$ cat src/rtl/leaf_dispatch_rr.sv
// rtl/leaf_dispatch_rr.sv - single-slot round-robin dispatcher feeding NUM_LANES leaf lanes
//
// Purpose: accepts one payload at a time from upstream into a holding register
// and offers it to exactly one downstream lane. The targeted lane rotates by one
// after every completed dispatch. A saturating counter tracks completed dispatches.
// A second saturating counter tracks how long the targeted lane has refused the pending payload.
//
// Ports:
//   clk         sole clock, rising edge
//   rst         asynchronous active-high reset
//   in_valid    upstream payload valid
//   in_ready    block can take the upstream payload this cycle
//   in_data     upstream payload
//   out_valid   one-hot lane valid (bit lane_sel while a payload is held)
//   out_ready   per-lane ready; only the targeted bit is looked at
//   out_data    shared payload bus
//   lane_sel    index of the lane currently targeted
//   disp_cnt    completed dispatches, saturating at 16'hFFFF
//   stall_flag  targeted lane has been blocked for STALL_LIM or more cycles
module leaf_dispatch_rr #(
    parameter int NUM_LANES = 15,
    parameter int DATA_W    = 32,
    parameter int STALL_LIM = 8
) (
    input  logic                 clk,
    input  logic                 rst,
    input  logic                 in_valid,
    output logic                 in_ready,
    input  logic [DATA_W-1:0]    in_data,
    output logic [NUM_LANES-1:0] out_valid,
    input  logic [NUM_LANES-1:0] out_ready,
    output logic [DATA_W-1:0]    out_data,
    output logic [3:0]           lane_sel,
    output logic [15:0]          disp_cnt,
    output logic                 stall_flag
);

    localparam logic [0:0] ST_EMPTY = 1'b0;
    localparam logic [0:0] ST_HOLD  = 1'b1;

    localparam int             SW        = (STALL_LIM < 1) ? 1 : $clog2(STALL_LIM + 1);
    localparam logic [SW-1:0]  STALL_MAX = SW'(STALL_LIM);
    localparam logic [3:0]     LAST_LANE = 4'(NUM_LANES - 1);

    logic [0:0]        state_q, state_d;
    logic [DATA_W-1:0] data_q, data_d;
    logic [3:0]        lane_q, lane_d;
    logic [15:0]       disp_cnt_q, disp_cnt_d;
    logic [SW-1:0]     stall_q, stall_d;

    logic full;
    logic lane_ready;
    logic in_fire;
    logic out_fire;

    assign full       = (state_q == ST_HOLD);
    assign lane_ready = out_ready[lane_q];
    assign out_fire   = full && lane_ready;
    // A slot freed by a dispatch on this edge can be refilled on the same edge.
    assign in_ready   = !full || out_fire;
    assign in_fire    = in_valid && in_ready;

    // out_valid is a function of registered state only, never of out_ready.
    always_comb begin
        out_valid = '0;
        for (int i = 0; i < NUM_LANES; i++) begin
            out_valid[i] = full && (lane_q == 4'(i));
        end
    end

    assign out_data   = data_q;
    assign lane_sel   = lane_q;
    assign disp_cnt   = disp_cnt_q;
    assign stall_flag = (stall_q == STALL_MAX);

    always_comb begin
        state_d    = state_q;
        data_d     = data_q;
        lane_d     = lane_q;
        disp_cnt_d = disp_cnt_q;
        stall_d    = stall_q;

        case (state_q)
            ST_EMPTY: begin
                if (in_fire) begin
                    state_d = ST_HOLD;
                end
            end
            ST_HOLD: begin
                if (out_fire && !in_fire) begin
                    state_d = ST_EMPTY;
                end
            end
            default: state_d = ST_EMPTY;
        endcase

        // Payload register only loads on acceptance, so the presented data stays
        // stable for the whole time it is pending.
        if (in_fire) begin
            data_d = in_data;
        end

        if (out_fire) begin
            lane_d = (lane_q == LAST_LANE) ? 4'd0 : lane_q + 4'd1;
            if (disp_cnt_q != 16'hFFFF) begin
                disp_cnt_d = disp_cnt_q + 16'd1;
            end
        end

        // Stall tracking is purely informational; it never redirects the payload.
        if (!full || out_fire) begin
            stall_d = '0;
        end else if (stall_q != STALL_MAX) begin
            stall_d = stall_q + SW'(1);
        end
    end

    always_ff @(posedge clk or posedge rst) begin
        if (rst) begin
            state_q    <= ST_EMPTY;
            data_q     <= '0;
            lane_q     <= 4'd0;
            disp_cnt_q <= 16'd0;
            stall_q    <= '0;
        end else begin
            state_q    <= state_d;
            data_q     <= data_d;
            lane_q     <= lane_d;
            disp_cnt_q <= disp_cnt_d;
            stall_q    <= stall_d;
        end
    end

endmodule
$ cat config.mk
export PLATFORM = sky130hd
export DESIGN_NAME = leaf_dispatch_rr
export DESIGN_NICKNAME = d
export VERILOG_FILES = /design/src/rtl/leaf_dispatch_rr.sv
export SDC_FILE = /design/constraint.sdc
export NUM_CORES = 1
export LEC_CHECK = 0
export CORE_MARGIN = 2
export CORE_UTILIZATION = 30
export DETAILED_ROUTE_END_ITERATION = 8
export SYNTH_ARGS = -nofsm -noshare
export SYNTH_HDL_FRONTEND = slang
export SYNTH_SLANG_ARGS = --single-unit
$ cat constraint.sdc
create_clock -name clk -period 1.95 [get_ports clk]
set_input_delay 0.4875 -clock clk [delete_from_list [all_inputs] [get_ports clk]]
set_output_delay 0.4875 -clock clk [all_outputs]
set_load 0.01 [all_outputs]
==> run metrics, run 1 <==
Req. time, crit path 2.17 ns; Initial Util between 30% and 40%; max incr delay on CP around 0.43 ns; CTS Hold Bufs 0; clock-pin slew on the worst setup and hold paths roughly 0.070 ns; cell mode on critical path buf_6; Max IR drop VDD 635 uV; routed vias/inst ~4.7; port bufs about 120; GR peak layer met2; die area approximately 9800 um2; DRT antenna net count 0; setup TNS -9.91 ns; total power 8.16 mW; post-placement cell count 474; WL final ~8000 um; M1 GR Usage a little over 20%; GRT Resource Usage Total between 10% and 20%; worst hold path type in -> async; core footprint between 8000 and 9000 um2; Final Non-Filler Cells 506; die width 98.8 um; EDFF count, synth 0; outcome finished with violations; gr ovfl total 0; H-tree depth 3; WP buf/inv 4; worst clock skew approximately 0.0094 ns; total number of vias roughly 2,400; CP top delay family compound AO/OA/AOI/OAI gates; first-pass GRT wire length around 12,000 um; Slew Viols, Final 0; fmax 451 MHz; Final WS setup -0.269 ns; initial antenna violation count 0; most frequent cells in the layout 95 x clkdlybuf4s50_1, 54 x dfrtp_1, 34 x buf_4; post-synthesis sequential area ratio a little over half; crit share post-route 114%; CP Class reg -> reg; ANT cells 0; CTS tree done; top cell type's share of synthesized area 52.9%; register bit total from synthesis 57; TritonCTS Buffers 9; Mapped Area 2690 um2; DR pass1 iterations 4; slowest stage cell, crit path dfrtp_2; Crit Path Max Fanout 7; P&R area growth vs syn 85.0%; Std-Cell Rows 34; Avg Inst Size Synth approximately 12 um2; CP endpoint kind register; filler cell count 773; clock buffer depth 2; global-route met3 utilization 5.39%; CP Cell Sequence buf_6 > nor2b_4 > a221oi_4 > o211ai_4 > buf_6 > a31oi_4 > buf_12 > clkbuf_16 > mux2_4; Leak Pwr 2.24 nW; max-cap check violation count 0; ranking of synthesized cells by area dfrtp_1 53%, mux2_2 11%, xnor2_1 5.2%; IO Count 119; Yosys Warn Count 0; prevailing post-synth register cell dfrtp_1; critical path launch point type register; Max-slew headroom around 83%; Finished Core Util 57.1%; Die H 98.8 um; crit path time final 2.22 ns; post-synthesis cell type count 39; Post-Syn Nets 271; RSZ-0062 raised after global routing yes; Initial DRC Count 66; DRC Markers 0; Worst-Margin Slew 0.253 ns; Final #Nets 446; Synth Instances 218; Synth area leader dfrtp_1; clock latency on the worst-skew pair 0.33 ns; CTS root buffer clkbuf_8; Fin. Hold Viols 0; # clock sinks 57; Power per Cell Area 1640 nW/um2; Final setup viols 57; failing checks negative setup slack; met2 global-route usage 25.6%; share of flip-flops with an asynchronous set or reset 100%; WL per Instance between 15 and 20 um; DP HPWL 5340 um; share of cells above drive strength 1 41.2%; Final Wtd Congestion 0.739; WP data arrival between 2 and 2.5 ns; vias in the first global route roughly 2,400; largest net degree at the start of global routing 33; most common cell after layout, fill and taps aside clkdlybuf4s50_1
[Yosys cell counts (2+ instances only)]
| cell type | count |
|---|---|
| clkbuf_1 | 4 |
| buf_2 | 2 |
| nand3_1 | 13 |
| nor2_1 | 14 |
| mux2_2 | 26 |
| buf_4 | 4 |
| nand4_1 | 3 |
| or3_1 | 2 |
| nor3b_1 | 2 |
| mux2i_1 | 7 |
| and3_1 | 7 |
| nand3b_1 | 3 |
| xnor2_1 | 16 |
| inv_1 | 7 |
| dfrtp_1 | 57 |
| xor2_1 | 2 |
| ha_1 | 3 |
| o21ai_0 | 2 |
| mux2_1 | 9 |
| nand2_1 | 8 |
| nor3_1 | 6 |
| and4_1 | 3 |
| and2_1 | 2 |
[final cells by class]
cell class | count | area [um2] | area share (%)
Multi-Input combinational cell | 143 | 1460 | 29.3
Inverter | 7 | 26.3 | 0.527
Sequential cell | 57 | 1430 | 28.7
Timing Repair Buffer | 175 | 1700 | 34.1
Clock inverter | 5 | 77.6 | 1.56
Tap cell | 108 | 135 | 2.71
Clock buffer | 11 | 151 | 3.04
[cell families after synthesis]
kind of cell	synth area share, %
flip-flops	52.9
AND/OR/NAND/NOR	13.8
XOR/XNOR	5.85
buffers and inverters	3.44
multiplexers	17.2
adder cells (fa/ha/maj)	1.39
AO/OA/AOI/OAI	5.34
[power breakdown]
part | total, mW | internal, mW | switching [mW]
Sequential | 2.02 | 1.67 | 0.342
Clock | 1.27 | 0.785 | 0.482
Combinational | 4.88 | 2.94 | 1.93
[flip-flops by register name, indices dropped and copies added, names as in the netlist]
register,count
disp_cnt,16
full,1
lane_sel,4
out_data,32
stall_q,4
[stage by stage]
| stage | worst slack, ns | hold slack [ns] | area, um2 |
|---|---|---|---|
| final | -0.269 | 0.399 | 4980 |
| after global routing | -0.327 | 0.398 | 4980 |
| after CTS | -0.244 | 0.385 | 4790 |
| after detailed placement | -0.678 | 0.481 | 4400 |
| after global placement | -0.680 | 0.468 | 4400 |
| after floorplan | -0.113 | 0.504 | 2800 |
[worst paths after layout]
check	start	cells past startpoint	endpoint	slack [ns]
setup / recovery	lane_sel[3]	9	out_data[0]	-0.27
setup reg to reg	lane_sel[3]	9	out_data[0]	-0.27
min in group clk	disp_cnt[15]	1	disp_cnt[15]	0.50
max in group asynchronous	rst	3	lane_sel[1]	1.08
hold reg to reg	disp_cnt[15]	1	disp_cnt[15]	0.50
hold / removal	rst	2	out_data[30]	0.40
[worst register-to-register path: stages (launching register included)]
cell and delay, ns:
dfrtp_2 0.43, buf_6 0.13, nor2b_4 0.12, a221oi_4 0.31, o211ai_4 0.13, buf_6 0.15, a31oi_4 0.23, buf_12 0.15
clkbuf_16 0.16, mux2_4 0.30
[timing repair]
item | 4_1_cts | 5_1_grt
resized for setup | 108 | 30
cloned | 1 | 1
pin swaps | 13 | 8
setup endpoints to repair | 72 | 67
buffers inserted | 7 | 8
[per-layer routing]
| metal | part of all wire (%) | routed length (um) | up-vias |
|---|---|---|---|
| li1 | - | - | 1114 |
| met2 | 53 | 4110 | 60 |
| met1 | 42 | 3240 | 1178 |
| met5 | 0 | 0 | - |
| met3 | 4.4 | 341 | 8 |
| met4 | 0.93 | 72 | 0 |
Note: power is estimated with default switching activity, not from simulation.
==> run 2, diff against run 1 <==
==> constraint.sdc (replaced) <==
create_clock -name clk -period 2.3 [get_ports clk]
set_input_delay 0.575 -clock clk [delete_from_list [all_inputs] [get_ports clk]]
set_output_delay 0.575 -clock clk [all_outputs]
set_load 0.01 [all_outputs]
==> run 2 against run 1 <==
The flow now finishes without violations. Critical path depth did not move. Sequential share of layout area increased by 2.9 points. Clock-buffer cell count stayed put. Non-clock buffer count decreased by 27. Power is 26% lower. Sequential cell count did not move. Cell area is 9.0% lower. Hold slack improved by 0.092 ns. Register-to-register slack better by 0.30 ns. Core utilization fell by 5.1 points. Cell count shrank 5.5%. Largest power group unchanged.
==> run metrics, run 2 (synthesis results as in run 1) <==
outcome completed; Final WS setup 0.0277 ns (+0.297 ns); HP Start out_data[19]; TritonCTS Buffers 9 (unchanged); CP Class reg -> reg; clock latency on the worst-skew pair 0.32 ns (about the same); initial antenna violation count 0 (unchanged); WL per Instance 14.7 um (-4.5%); total number of vias 2,207 (-6.5%); Worst Setup SP lane_sel[1]; max incr delay on CP 0.43 ns (about the same); slowest stage cell, crit path dfrtp_2; Die H 98.8 um (unchanged); # clock sinks 57 (unchanged); Initial DRC Count 36 (-45%); CP endpoint kind register; global-route met3 utilization 5.96% (+0.57 points); RSZ-0062 raised after global routing yes; Crit Path Max Fanout 16 (+9); Placement Cell Area 4150 um2 (-5.8%); Max-slew headroom 79.3% (-3.4 points); GR peak layer met2; Final Instance Area 4540 um2 (-9.0%); Fin. Hold Viols 0 (unchanged); routed vias/inst 4.62 (-1.0%); core footprint 8720 um2 (unchanged); worst clock skew 0.00493 ns (-0.00452 ns); Initial Util 30.9% (unchanged); setup slack at placement -0.515 ns (+0.163 ns); vias in the first global route 2,285 (-4.1%); most frequent cells in the layout 97 x clkdlybuf4s50_1, 53 x dfrtp_1, 21 x mux2_4; fmax 440 MHz (-2.3%); GRT Resource Usage Total 14.5% (-1.2 points); Max IR drop VDD 543 uV (-14%); IO Count 119 (unchanged); max reg flops 32 (unchanged); max-cap check violation count 0 (unchanged); crit path time final 2.27 ns (+0.0532 ns); WL final 7010 um (-9.8%); M1 GR Usage 18.1% (-2.2 points); WP data arrival 2.47 ns (+0.03 ns); Final #Nets 419 (-6.1%); Slew Viols, Final 0 (unchanged); Std-Cell Rows 34 (unchanged); Worst-Margin Slew 0.311 ns (+0.0578 ns); worst hold path type reg -> reg; met2 global-route usage 24.1% (-1.6 points); reg-to-reg startpoint lane_sel[1]; Req. time, crit path 2.50 ns (+0.33 ns); crit share post-route 98.8% (-15 points); Final setup viols 0 (-100%); largest net degree at the start of global routing 58 (+76%); Final Non-Filler Cells 478 (-5.5%); most common cell after layout, fill and taps aside clkdlybuf4s50_1; die width 98.8 um (unchanged); first-pass GRT wire length 11,400 um (-6.7%); die area 9750 um2 (unchanged); clock-pin slew on the worst setup and hold paths 0.06 ns (about the same); gr ovfl total 0 (unchanged); ANT cells 0 (unchanged); filler cell count 780 (+0.91%); DRT antenna net count 0 (unchanged); DR pass1 iterations 4 (unchanged); Leak Pwr 2.03 nW (-9.5%); DP HPWL 4800 um (-10%); CTS tree done; post-placement cell count 455 (-4.0%); total power 6.05 mW (-26%); critical path launch point type register; share of cells above drive strength 1 25.9% (-15 points); H-tree depth 3 (unchanged); P&R area growth vs syn 68.4%; DRC Markers 0 (unchanged); port bufs 118 (unchanged); CP Cell Sequence buf_6 > mux2i_1 > a221oi_2 > o211ai_4 > buf_6 > a31oi_4 > buf_12 > buf_16 > mux2_1; cell mode on critical path buf_6; clock buffer depth 2 (unchanged); CTS root buffer clkbuf_8; Final Wtd Congestion 0.728 (-1.5%); Power per Cell Area 1330 nW/um2 (-18%)
[run 2: cell types whose count changed in the layout (fill, tap and decap cells not counted), moves of 8 or more]
cell and change:
nand3_1 +8, dlygate4sd2_1 +12, mux2_2 +9, mux2_4 -12
buf_2 -15, buf_4 -15, buf_6 -10
[run 2: critical path, delay by kind of cell, from the launching register on]
family          cells  cell delay, ns
compound gates      3            0.67
buf+inv             4            0.58
flops               1            0.43
mux                 2            0.46
[run 2: repair_timing]
action                                 in CTS  in global routing
setup buffers                               3                  3
setup endpoints to repair                  48                 21
hold buffers                                0                  0
gates cloned                                2                  0
pin swaps                                   2                  3
gates resized for setup                    38                 28
endpoints found under the hold margin       0                  0
[run 2: cell type report]
cell class              instances  area (um2)  area share (%)
clock inverters                 4        45.0           0.993
multi-input cells             143        1270            28.1
well taps                     108         135            2.98
clock buffers                  11         131            2.90
flip-flops and latches         57        1430            31.5
repair buffers                148        1490            32.9
inverters                       7        26.3           0.579
[run 2: final timing paths]
path / to / slack [ns] / cells after the start
min: out_data[19] / 0.49 / 1
max: out_data[1] / 0.03 / 9
max reg2reg: out_data[1] / 0.03 / 9
min reg2reg: out_data[19] / 0.49 / 1
min in group asynchronous: out_data[18] / 0.63 / 3
max in group asynchronous: lane_sel[3] / 1.40 / 3
[run 2: through the flow]
stage               hold slack [ns]  setup TNS [ns]  util (%)
floorplan                     0.504               0         -
global placement              0.467          -15.97      47.5
detailed placement            0.476          -16.56      47.5
CTS                           0.496        -0.00356      50.5
global route                  0.509           -1.24      52.0
finish                        0.490               0      52.0
[run 2: routing by layer]
metal	part of all wire [%]	wire (um)
met1	45	3120
met2	49	3460
met3	5.7	401
met4	0.24	17
met5	0	0
[run 2: where the power goes]
group          switching, mW  leakage, nW  total [mW]  internal [mW]
clock                  0.376       0.0929       0.866          0.489
sequential             0.276        0.696        1.70           1.42
combinational           1.40         1.24        3.49           2.10
==> variant, RTL diff (flow settings as in run 1) <==
`data_q` no longer has a reset.
--- a/src/rtl/leaf_dispatch_rr.sv
+++ b/src/rtl/leaf_dispatch_rr.sv
@@ -118,17 +118,19 @@
     always_ff @(posedge clk or posedge rst) begin
         if (rst) begin
             state_q    <= ST_EMPTY;
-            data_q     <= '0;
             lane_q     <= 4'd0;
             disp_cnt_q <= 16'd0;
             stall_q    <= '0;
         end else begin
             state_q    <= state_d;
-            data_q     <= data_d;
             lane_q     <= lane_d;
             disp_cnt_q <= disp_cnt_d;
             stall_q    <= stall_d;
         end
     end
 
+    always_ff @(posedge clk) begin
+        data_q <= data_d;
+    end
+
 endmodule
Check against the original RTL: not equivalent (a bounded check fails within 4 cycles, from zero or initial values and one cycle with rst high).
==> variant against run 1 <==
  * The run still ends with setup timing left
  * Clock power rose by 3%
  * Largest power group unchanged
  * Critical path type is now reg2out
  * Total power fell by 14%
  * Cell area fell by 7.8%
  * Sequential cell count did not move
  * Worst setup slack got worse by 0.20 ns
  * Non-clock buffer count fell by 8
  * Area after synthesis fell by 8.8%
  * Wire length fell by 4.5%
==> variant: results <==
[run_status]
status = "finished, violations left"
violations = "setup timing"

[yosys]
synth_compound_area_share_pct = 3.87
synth_fa_ha_area_share_pct = 1.53
synth_nets = 238
ys_types = 37
ys_seq_area_share_pct = 64.6
synthXorXnorAreaFrac_pct = 6.42
ys_seq_elements = 57
synthTopCellsByCount = "edfxtp_1, dfrtp_1, nor2_1"
synth.top_cells.by_area = "edfxtp_1, dfrtp_1, xor2_1"
synth_edf_count = 32
synthCells = 185

[grt]
grt_pass1_wl_mm = 11.1
grt_usage_pct = 16.5
grt_max_degree = 26
grt_pass1_vias = 2144

[finish]
multi_input_area_share_pct = 22.9
post_layout_nonfiller_instances = 467
multi_input_cells = 117
nClkBuffers = 9
buf_share_pct = 34.1
n_all_inverters = 5
num-nonclk-buffers = 167
final_nets = 410
fillCellCount = 699
layout-drive-gt1-share_pct = 36.5
final-clk-cell-share_pct = 5.07

[power]
p_comb_share_pct = 54.8
ir_drop_mv = 0.871
p_int_mw = 4.63
p_seq_mw = 1.85

[hold_path]
min-delay-path-class = "reg2reg"

[placed_design]
gp_congestion = 0.756
dp_hpwl_mm = 5.00

[critical_path]
cp_slowest_cell = "mux4_2"
cp_top_family = "multiplexers"
crit_fanout = 4
cpPeakStageDelay_ns = 0.53
arrival_ns = 1.93

[timing]
max_slew_margin_pct = 57.7
finalSetupViolations = 59
fin_worst_skew_ns = 0.00670
setup_slack_ns = -0.466

[detailed_routing]
drt-total-wl_mm = 7.42
via_per_inst = 4.58
first_iter_violations = 43

[clocking]
insertion_delay_ns = 0.33
-- variant: cell types whose count changed after synthesis, sizes merged, moves of 4 or more --
cell / delta
and3: -6
buf: -4
dfrtp: -32
edfxtp: +32
mux2: -32
nor2: +6
nor3: +6
nor4: +4
xnor2: -14
xor2: +14
-- variant: metrics by stage --
stage | instance area (um2) | power (mW) | setup TNS [ns] | setup WS, ns | hold slack, ns
detailed placement | 3960 | 4.62 | -37.34 | -0.910 | 0.483
global route | 4590 | 7.36 | -19.35 | -0.532 | 0.518
finish | 4590 | 6.98 | -15.33 | -0.466 | 0.488
floorplan | 2480 | 3.14 | -7.95 | -0.188 | 0.504
CTS | 4330 | 6.48 | -14.05 | -0.508 | 0.497
global placement | 3960 | 4.59 | -36.99 | -0.910 | 0.479
-- variant: worst paths after layout --
path	from	to	slack, ns	cells past startpoint
worst max register to register	lane_sel[1]	disp_cnt[6]	-0.44	9
worst min-delay path	disp_cnt[15]	disp_cnt[15]	0.49	1
worst max-delay path	lane_sel[1]	in_ready	-0.47	5
worst min register to register	disp_cnt[15]	disp_cnt[15]	0.49	1
min in group asynchronous	rst	lane_sel[2]	0.52	3
max in group asynchronous	rst	lane_sel[3]	1.17	3
-- variant: routing by layer --
| metal | track usage, % | part of all wire (%) | up-vias |
|---|---|---|---|
| li1 | - | - | 1017 |
| met1 | 20.9 | 42 | 1029 |
| met2 | 26.8 | 48 | 91 |
| met3 | 5.83 | 10 | 4 |
| met4 | 4.71 | 0.50 | 0 |
| met5 | 0 | 0 | - |
-- variant: what timing repair did --
| item | in CTS | in global routing |
|---|---|---|
| cloned | 4 | 0 |
| resized for setup | 106 | 52 |
| pin swaps | 7 | 14 |
| setup buffers | 12 | 10 |
| setup endpoints to repair | 71 | 68 |
